<file path="config.mk">
export PLATFORM = sky130hd
export DESIGN_NAME = seq_multiplier
export DESIGN_NICKNAME = d
export VERILOG_FILES = /design/src/rtl/seq_multiplier.sv
export SDC_FILE = /design/constraint.sdc
export NUM_CORES = 1
export LEC_CHECK = 0
export CAP_MARGIN = 20
export CELL_PAD_IN_SITES_DETAIL_PLACEMENT = 0
export CELL_PAD_IN_SITES_GLOBAL_PLACEMENT = 2
export CORE_MARGIN = 2
export CORE_UTILIZATION = 31
export DETAILED_ROUTE_END_ITERATION = 8
export PLACE_DENSITY_LB_ADDON = 0.1
export SLEW_MARGIN = 20
export SYNTH_ARGS = -nofsm -noshare
export SYNTH_HDL_FRONTEND = slang
export SYNTH_SLANG_ARGS = --single-unit
export TNS_END_PERCENT = 100
</file>
<file path="constraint.sdc">
create_clock -name CLK -period 4.7 [get_ports CLK]
set_input_delay 0.94 -clock CLK [delete_from_list [all_inputs] [get_ports CLK]]
set_output_delay 0.94 -clock CLK [all_outputs]
set_load 0.01 [all_outputs]
</file>
<file path="src/rtl/seq_multiplier.sv">
// Radix-2 shift-add 32x32 multiplier. All additions go through a single carry_select_adder.
// Define MUL_SIGNED_EN to honour Op_Signed (magnitude multiply followed by result negation).

module carry_select_adder (
   input  logic [31:0] a,
   input  logic [31:0] b,
   input  logic        cin,
   output logic [31:0] sum,
   output logic        cout
);
   logic [4:0] blk_c;
   logic [8:0] sum0 [4];
   logic [8:0] sum1 [4];

   // Four 8-bit blocks; upper blocks precompute both carry-in cases and select.
   always_comb begin
      blk_c[0] = cin;
      sum      = '0;
      for (int i = 0; i < 4; i++) begin
         sum0[i]        = {1'b0, a[8*i +: 8]} + {1'b0, b[8*i +: 8]};
         sum1[i]        = {1'b0, a[8*i +: 8]} + {1'b0, b[8*i +: 8]} + 9'd1;
         sum[8*i +: 8]  = blk_c[i] ? sum1[i][7:0] : sum0[i][7:0];
         blk_c[i+1]     = blk_c[i] ? sum1[i][8]   : sum0[i][8];
      end
      cout = blk_c[4];
   end
endmodule

// state  | meaning
// IDLE   | waiting for operands, In_Ready high
// BUSY   | 32 shift-add steps, then one cycle to pick DONE or NEG_LO
// NEG_LO | Lo = ~Lo + 1, keep carry (signed build only)
// NEG_HI | Hi = ~Hi + carry (signed build only)
// DONE   | product held, Out_Valid high until Out_Ready
module seq_multiplier (
   input  logic        CLK,
   input  logic        RST,
   input  logic [31:0] A,
   input  logic [31:0] B,
   input  logic        Op_Signed,
   input  logic        In_Valid,
   output logic        In_Ready,
   output logic        Out_Valid,
   input  logic        Out_Ready,
   output logic [31:0] Product_Hi,
   output logic [31:0] Product_Lo
);
   localparam logic [2:0] ST_IDLE   = 3'd0;
   localparam logic [2:0] ST_BUSY   = 3'd1;
   localparam logic [2:0] ST_DONE   = 3'd4;
`ifdef MUL_SIGNED_EN
   localparam logic [2:0] ST_NEG_LO = 3'd2;
   localparam logic [2:0] ST_NEG_HI = 3'd3;
`endif

   logic [2:0]  state;
   logic [31:0] hi;
   logic [31:0] lo;
   logic [31:0] m;
   logic [5:0]  count;
   logic [31:0] add_a;
   logic [31:0] add_b;
   logic [31:0] add_sum;
   logic        add_cin;
   logic        add_cout;
   logic        accept;

`ifdef MUL_SIGNED_EN
   logic carry;
   logic sign_neg;
   logic a_neg;
   logic b_neg;
   assign a_neg = Op_Signed && A[31];
   assign b_neg = Op_Signed && B[31];
`else
   logic op_signed_unused;
   assign op_signed_unused = Op_Signed;
`endif

   assign In_Ready   = (state == ST_IDLE) && !RST;
   assign Out_Valid  = (state == ST_DONE);
   assign accept     = In_Valid && In_Ready;
   assign Product_Hi = hi;
   assign Product_Lo = lo;

   always_comb begin
      add_a   = hi;
      add_b   = lo[0] ? m : '0;
      add_cin = 1'b0;
`ifdef MUL_SIGNED_EN
      case (state)
         ST_IDLE: begin
            add_a   = ~A;
            add_b   = '0;
            add_cin = 1'b1;
         end
         ST_NEG_LO: begin
            add_a   = ~lo;
            add_b   = '0;
            add_cin = 1'b1;
         end
         ST_NEG_HI: begin
            add_a   = ~hi;
            add_b   = '0;
            add_cin = carry;
         end
         default: ;
      endcase
`endif
   end

   carry_select_adder u_adder (
      .a    (add_a),
      .b    (add_b),
      .cin  (add_cin),
      .sum  (add_sum),
      .cout (add_cout)
   );

   always_ff @(posedge CLK or posedge RST) begin
      if (RST) begin
         state <= ST_IDLE;
         hi    <= '0;
         lo    <= '0;
         m     <= '0;
         count <= '0;
`ifdef MUL_SIGNED_EN
         carry    <= 1'b0;
         sign_neg <= 1'b0;
`endif
      end else begin
         case (state)
            ST_IDLE: begin
               if (accept) begin
`ifdef MUL_SIGNED_EN
                  // The adder is free in IDLE, so it produces |A|. |B| = ~B + 1 is folded in
                  // by loading Lo = ~B and Hi = |A|: Hi's initial value lands as +|A| in the result.
                  m        <= a_neg ? add_sum : A;
                  lo       <= b_neg ? ~B : B;
                  hi       <= b_neg ? (a_neg ? add_sum : A) : '0;
                  sign_neg <= a_neg ^ b_neg;
`else
                  m  <= A;
                  lo <= B;
                  hi <= '0;
`endif
                  count <= '0;
                  state <= ST_BUSY;
               end
            end
            ST_BUSY: begin
               if (count == 6'd32) begin
`ifdef MUL_SIGNED_EN
                  state <= (sign_neg && ((hi != '0) || (lo != '0))) ? ST_NEG_LO : ST_DONE;
`else
                  state <= ST_DONE;
`endif
               end else begin
                  {hi, lo} <= {add_cout, add_sum, lo[31:1]};
                  count    <= count + 6'd1;
               end
            end
`ifdef MUL_SIGNED_EN
            ST_NEG_LO: begin
               lo    <= add_sum;
               carry <= add_cout;
               state <= ST_NEG_HI;
            end
            ST_NEG_HI: begin
               hi    <= add_sum;
               state <= ST_DONE;
            end
`endif
            ST_DONE: begin
               if (Out_Ready) state <= ST_IDLE;
            end
            default: state <= ST_IDLE;
         endcase
      end
   end
endmodule
</file>
# Word-level counts from Yosys, hierarchy flattened
# Cells that the tools add are included.
totals:
  register_bits: 105
  output_inout_bits: 66
  wordCells: 48
classes:
  n_addsub: 8
  n_eq_ne: 7
  mux: 20
  reduce_logical: 8
op_table:
  columns: ["cell", "n"]
  rows:
  - ["32-bit two-way mux", 5]
  - ["32-bit case mux with 2 select lines", 2]
  - ["8-bit by 8-bit adder with 9-bit output", 4]
  - ["9-bit by 1-bit adder with 9-bit output, second input constant", 3]
  - ["8-bit two-way mux", 3]
  - ["6-bit two-way mux", 2]
  - ["6-bit case mux with 2 select lines", 1]
  - ["3-bit two-way mux", 3]
  - ["3-bit case mux with 3 select lines", 1]
  - ["6-bit by 1-bit adder with 6-bit output, second input constant", 1]
  - ["6-bit == test, second input constant", 1]
  - ["2-bit inequality test, second input constant", 3]
  - ["3-bit AND reduction", 2]
  - ["3-bit by 1-bit == test with 1-bit output, second input constant", 1]
  - ["3-bit == test, second input constant", 1]
  - ["3-bit logical NOT", 1]
  - ["1-bit two-way mux", 3]
  - ["1-bit logical AND", 2]
  - ["2-bit by 1-bit inequality test with 1-bit output, second input constant", 1]
  - ["2-bit AND reduction", 1]
  - ["2-bit nonzero test", 1]
  - ["1-bit logical NOT", 1]

# Longest topological paths before layout
logic_depth:
  ltp_word: 8
  mapped_depth: 15

# By module
# A second synthesis with hierarchy kept.
hier_totals:
  cells_unflattened: 748
  area_unflattened_um2: 6437.4
modules_own_cells:
  columns: ["module", "instances", "cells_per_inst", "area_each_um2"]
  rows:
  - ["seq_multiplier", 1, 498, 4501.8]
  - ["carry_select_adder", 1, 250, 1935.6]

# Least setup slack after synthesis
# No wires, ideal clock.
synth_timing:
  path_kind: "reg2reg"
  startpoint: "register lo[0], in the netlist Product_Lo[0]"
  endpoint: "register hi[26], in the netlist Product_Hi[26]"
  arrival_time_ps: 3313
  path_slack_ps: 1255
  stages_incl_launch_ff: 13
  synth_period_minus_slack_ps: 3445
  cell_sequence: "dfrtp_1 clkbuf_1 nand2_1 fa_1 xnor2_1 o211ai_1 a21oi_1 o2111ai_1 or3b_1 mux2i_4 xor2_2 and3_1 or3_1"
synth_between:
  elab_chain_cells: 8
  word_cells_on_any_way: 13
  cone_classes: "add/sub: 7; mux: 6"
synth_lines:
  columns: ["item", "line", "text"]
  rows:
  - ["start, declared", "58", "logic [31:0] lo;"]
  - ["start signal, assigned", "159", "{hi, lo} <= {add_cout, add_sum, lo[31:1]};"]
  - ["32-bit two-way mux *", "88", "add_b = lo[0] ? m : '0;"]
  - ["8-bit by 8-bit adder with 9-bit output", "20, 21", null]
  - ["9-bit by 1-bit adder with 9-bit output", "21", "sum1[i] = {1'b0, a[8*i +: 8]} + {1'b0, b[8*i +: 8]} + 9'd1;"]
  - ["1-bit two-way mux (2 in series)", "23", "blk_c[i+1] = blk_c[i] ? sum1[i][8] : sum0[i][8];"]
  - ["8-bit two-way mux *", "22", "sum[8*i +: 8] = blk_c[i] ? sum1[i][7:0] : sum0[i][7:0];"]
  - ["32-bit two-way mux *", "152", "if (count == 6'd32) begin"]
  - ["32-bit case mux with 2 select lines *", "132", "case (state)"]
  - ["end signal, assigned", "159", null]
  - ["end, declared", "57", "logic [31:0] hi;"]
# Mark *: on every way between the ends. The rest lies on a longest branch, timed or not. The select of a mux whose other input is x is not followed.
# A chain may end at the register's enable or synchronous reset.

# Worst setup path after layout
# Same ends and word-level chain as after synthesis.

==> results_dict.tcl <==
set metrics [dict create \
    status "completed" \
    routedWlPerCell_um 15.1 \
    hold_class "flip-flop to flip-flop" \
    finalMaxSlewViolations 0 \
    antenna_found_initial 0 \
    async_reset_ff_share_pct 100 \
    slew_headroom_pct 33.6 \
    ys_ff_latch 104 \
    worst_clock_skew_ns 0.0102 \
    synth-edff-count 0 \
    ios 135 \
    hpwl_mm 11.7 \
    syn2layout_area_growth_pct 30.0 \
    postLayoutSetupSlackWorst_ns 0.542 \
    cp-start-kind "flip-flop" \
    grt_pass1_wl_mm 28.1 \
    hold_depth 2 \
    rr_startpoint "Product_Lo[0]$_DFFE_PP0P_" \
    drcViolationCount 0 \
    die_height_um 147 \
    grt_overflow 0 \
    cts_setup_buffers 0 \
    seq_power_share_pct 29.0 \
    p_clk_share_pct 12.4 \
    syn_area_mm2 0.00634 \
    routed-via-count 5368 \
    cts-root-buf "clkbuf_16" \
    cts.sinks 104 \
    fillers 2055 \
    core_area_mm2 0.0202 \
    clk_latency_ns 0.36 \
    worstHoldEndpoint "m[5]$_DFFE_PP0P_" \
    grt_start_max_net_pins 69 \
    hold_buffers 0 \
    power_density_mw_per_mm2 712 \
    start_util_pct 31.5 \
    synth_nets 827 \
    ant_nets 0 \
    die_area_mm2 0.0216 \
    r2r-end "Product_Hi[26]$_DFFE_PP0P_" \
    io_buffer_count 133 \
    num_rows 52 \
    final_nets 948 \
    synth_cell_types 60 \
    criticalPathCategory "flip-flop to flip-flop" \
    viasPerCell 4.83 \
    setup_viol 0 \
    leakage_uw 0.00383 \
    ff2ff_path_depth 13 \
    fin_crit_ns 4.16 \
    worstPathCellList "and2_1 -> ha_1 -> inv_1 -> fa_1 -> and2b_1 -> o22ai_1 -> xnor2_2 -> o2111ai_1 -> or3b_1 -> mux2i_4 -> xor2_2 -> nor3_1 -> or3_1" \
    globalplace.congestion 0.778 \
    drt_first_pass_iters 4 \
    cp.required_ns 4.93 \
    clock.fmax_ghz 0.240 \
    cp_slowest_cell "dfrtp_1" \
    drtIter0Drc 243 \
    hold_ws_ns 0.473 \
    max-cap-violations 0 \
    cts_buffers 9 \
    hp-start "m[5]$_DFFE_PP0P_" \
    tritoncts "done" \
    crit_fanout 13 \
    cts_max_level 3 \
    share_comb_of_total_power_pct 58.6 \
    cts-resized-gates 0 \
    cp.arrival_ns 4.39 \
    grt_usage_pct 16.0 \
    rsz0062_at_grt "false" \
    synthFlopType "dfrtp_1" \
    design_area_mm2 0.00825 \
    synth_warnings 0 \
    die_w_um 147 \
    ys_seq_area_share_pct 41.0 \
    peakVddDrop_mv 0.208 \
    power_switching_uw 2540 \
    multi_input_area_mm2 0.00353 \
    period_share_pct 88.5 \
    worst_pin_slew_ns 0.993 \
    clk_pin_slew_worst_paths_ns 0.08 \
    r2r_slack_ns 0.54 \
    tns_ns 0 \
    end_kind "flip-flop" \
    wl_mm 16.8 \
    swShare_pct 43.2 \
    num_antenna_cells 0 \
    place_area_mm2 0.00798 \
    dp_slack_ns 0.552 \
    slowest_delay_ns 0.61 \
    clk_path_buf_depth 2 \
    syn_inst 717 \
    ff_latch_area_mm2 0.00260 \
    hold_viol 0 \
    drive_gt1_share_pct 4.63 \
    internal_power_uw 3340 \
    syn-mean-instance-area_um2 8.85 \
    p_total_uw 5870 \
    grt_pass1_vias 5507 \
]
sequential cells by signal (all words and copies together), names as in the netlist:
signal / count
Product_Hi: 32
count: 6
m: 32
Product_Lo: 32
state: 2
how the worst max path moves through the flow:
stage | startpoint | cells past startpoint | to | slack, ns
after global placement | Product_Lo[0]$_DFFE_PP0P_ | 13 | Product_Hi[26]$_DFFE_PP0P_ | 0.58
after detailed placement | Product_Lo[0]$_DFFE_PP0P_ | 13 | Product_Hi[26]$_DFFE_PP0P_ | 0.55
after global routing | Product_Lo[0]$_DFFE_PP0P_ | 13 | Product_Hi[26]$_DFFE_PP0P_ | 0.19
after CTS | Product_Lo[0]$_DFFE_PP0P_ | 13 | Product_Hi[26]$_DFFE_PP0P_ | 0.51
after floorplan | RST | 1 | Product_Hi[0]$_DFFE_PP0P_ | 1.03
final | Product_Lo[0]$_DFFE_PP0P_ | 13 | Product_Hi[26]$_DFFE_PP0P_ | 0.54
cell type report:
type                       count  share of cell area, %
clock buffer                   9                   2.73
clock inverter                 6                  0.561
inverter                      27                   1.26
multi-input combinational    553                   42.7
sequential                   104                   31.6
tap                          270                   4.10
timing repair buffer         143                   17.1
synth_stat cells (7+ instances only):
master / n / area share, %
nor2b_1: 8 / 0.79
o21ai_0: 45 / 3.5
nand3_1: 30 / 2.4
a21oi_1: 15 / 1.2
xor2_1: 16 / 2.2
and2_1: 33 / 3.3
a21o_1: 12 / 1.4
xnor2_1: 20 / 2.8
clkbuf_1: 27 / 1.6
o21a_1: 8 / 0.95
nor3_1: 12 / 0.95
nor2_1: 22 / 1.3
inv_1: 27 / 1.6
ha_1: 37 / 7.3
nand2_1: 170 / 10
nand2b_1: 7 / 0.69
a22oi_1: 10 / 1.2
mux2i_1: 25 / 3.9
nand4_1: 7 / 0.69
o21ai_1: 10 / 0.79
dfrtp_1: 104 / 41
power groups by stage:
stage / registers, µW / logic [µW] / clock network, µW
after global placement: 1720 / 3400 / 0
after floorplan: 1740 / 2220 / 0
after detailed placement: 1720 / 3450 / 0
after global routing: 1770 / 3880 / 801
final: 1700 / 3440 / 731
after CTS: 1710 / 3480 / 772
logic make-up after synthesis:
family,after synthesis,synth area share (%)
compound gates,136,14.1
buf+inv,60,3.67
fa+ha+maj,41,8.56
flops,104,41.0
simple gates,310,22.4
xor+xnor,39,5.74
mux,27,4.48
per-layer routing:
layer	wire [µm]	part of all wire (%)	vias to the layer above	track usage, %
li1	-	-	2683	-
met1	7840	47	2534	20.8
met2	7600	45	135	25.6
met3	1180	7.0	16	5.31
met4	208	1.2	0	4.18
met5	0	0	-	0
cell usage in the layout (no fill, tap or decap), types with 3 or more instances in the layout:
cell,n
or2_1,3
clkdlybuf4s50_1,133
a211o_1,4
nand3_1,30
o211ai_1,3
nor2_1,21
nand2b_1,7
buf_4,10
o2111ai_1,4
and2_1,32
dfrtp_1,104
nand3b_1,3
a22oi_1,10
clkbuf_16,9
o21ai_0,45
fa_1,4
inv_1,26
xnor2_1,20
o21a_1,8
nor3_1,12
o21ai_1,10
nand4_1,7
xor2_1,16
mux2i_1,25
a21o_1,12
nor2b_1,7
o31ai_1,3
nand2_1,168
ha_1,37
and3_1,5
a21oi_1,15
through the flow:
stage | utilization, % | instances
2_1_floorplan | - | 717
3_3_place_gp | 39.5 | 1097
3_5_place_dp | 39.5 | 1097
4_1_cts | 40.9 | 1112
5_1_grt | 40.9 | 1112
6_report | 40.9 | 1112
worst max-delay path: cells and delay by family, from the launching register on:
kind / cells / cell delay, ns
DFF: 1 / 0.61
and+or+nand+nor: 5 / 1.46
xor gates and xnor gates: 2 / 0.77
muxes: 1 / 0.25
buffers and inverters: 1 / 0.05
AOI/OAI and AO/OA: 2 / 0.34
adders and majority gates: 2 / 0.55
Power figures use the tool's default switching activity.
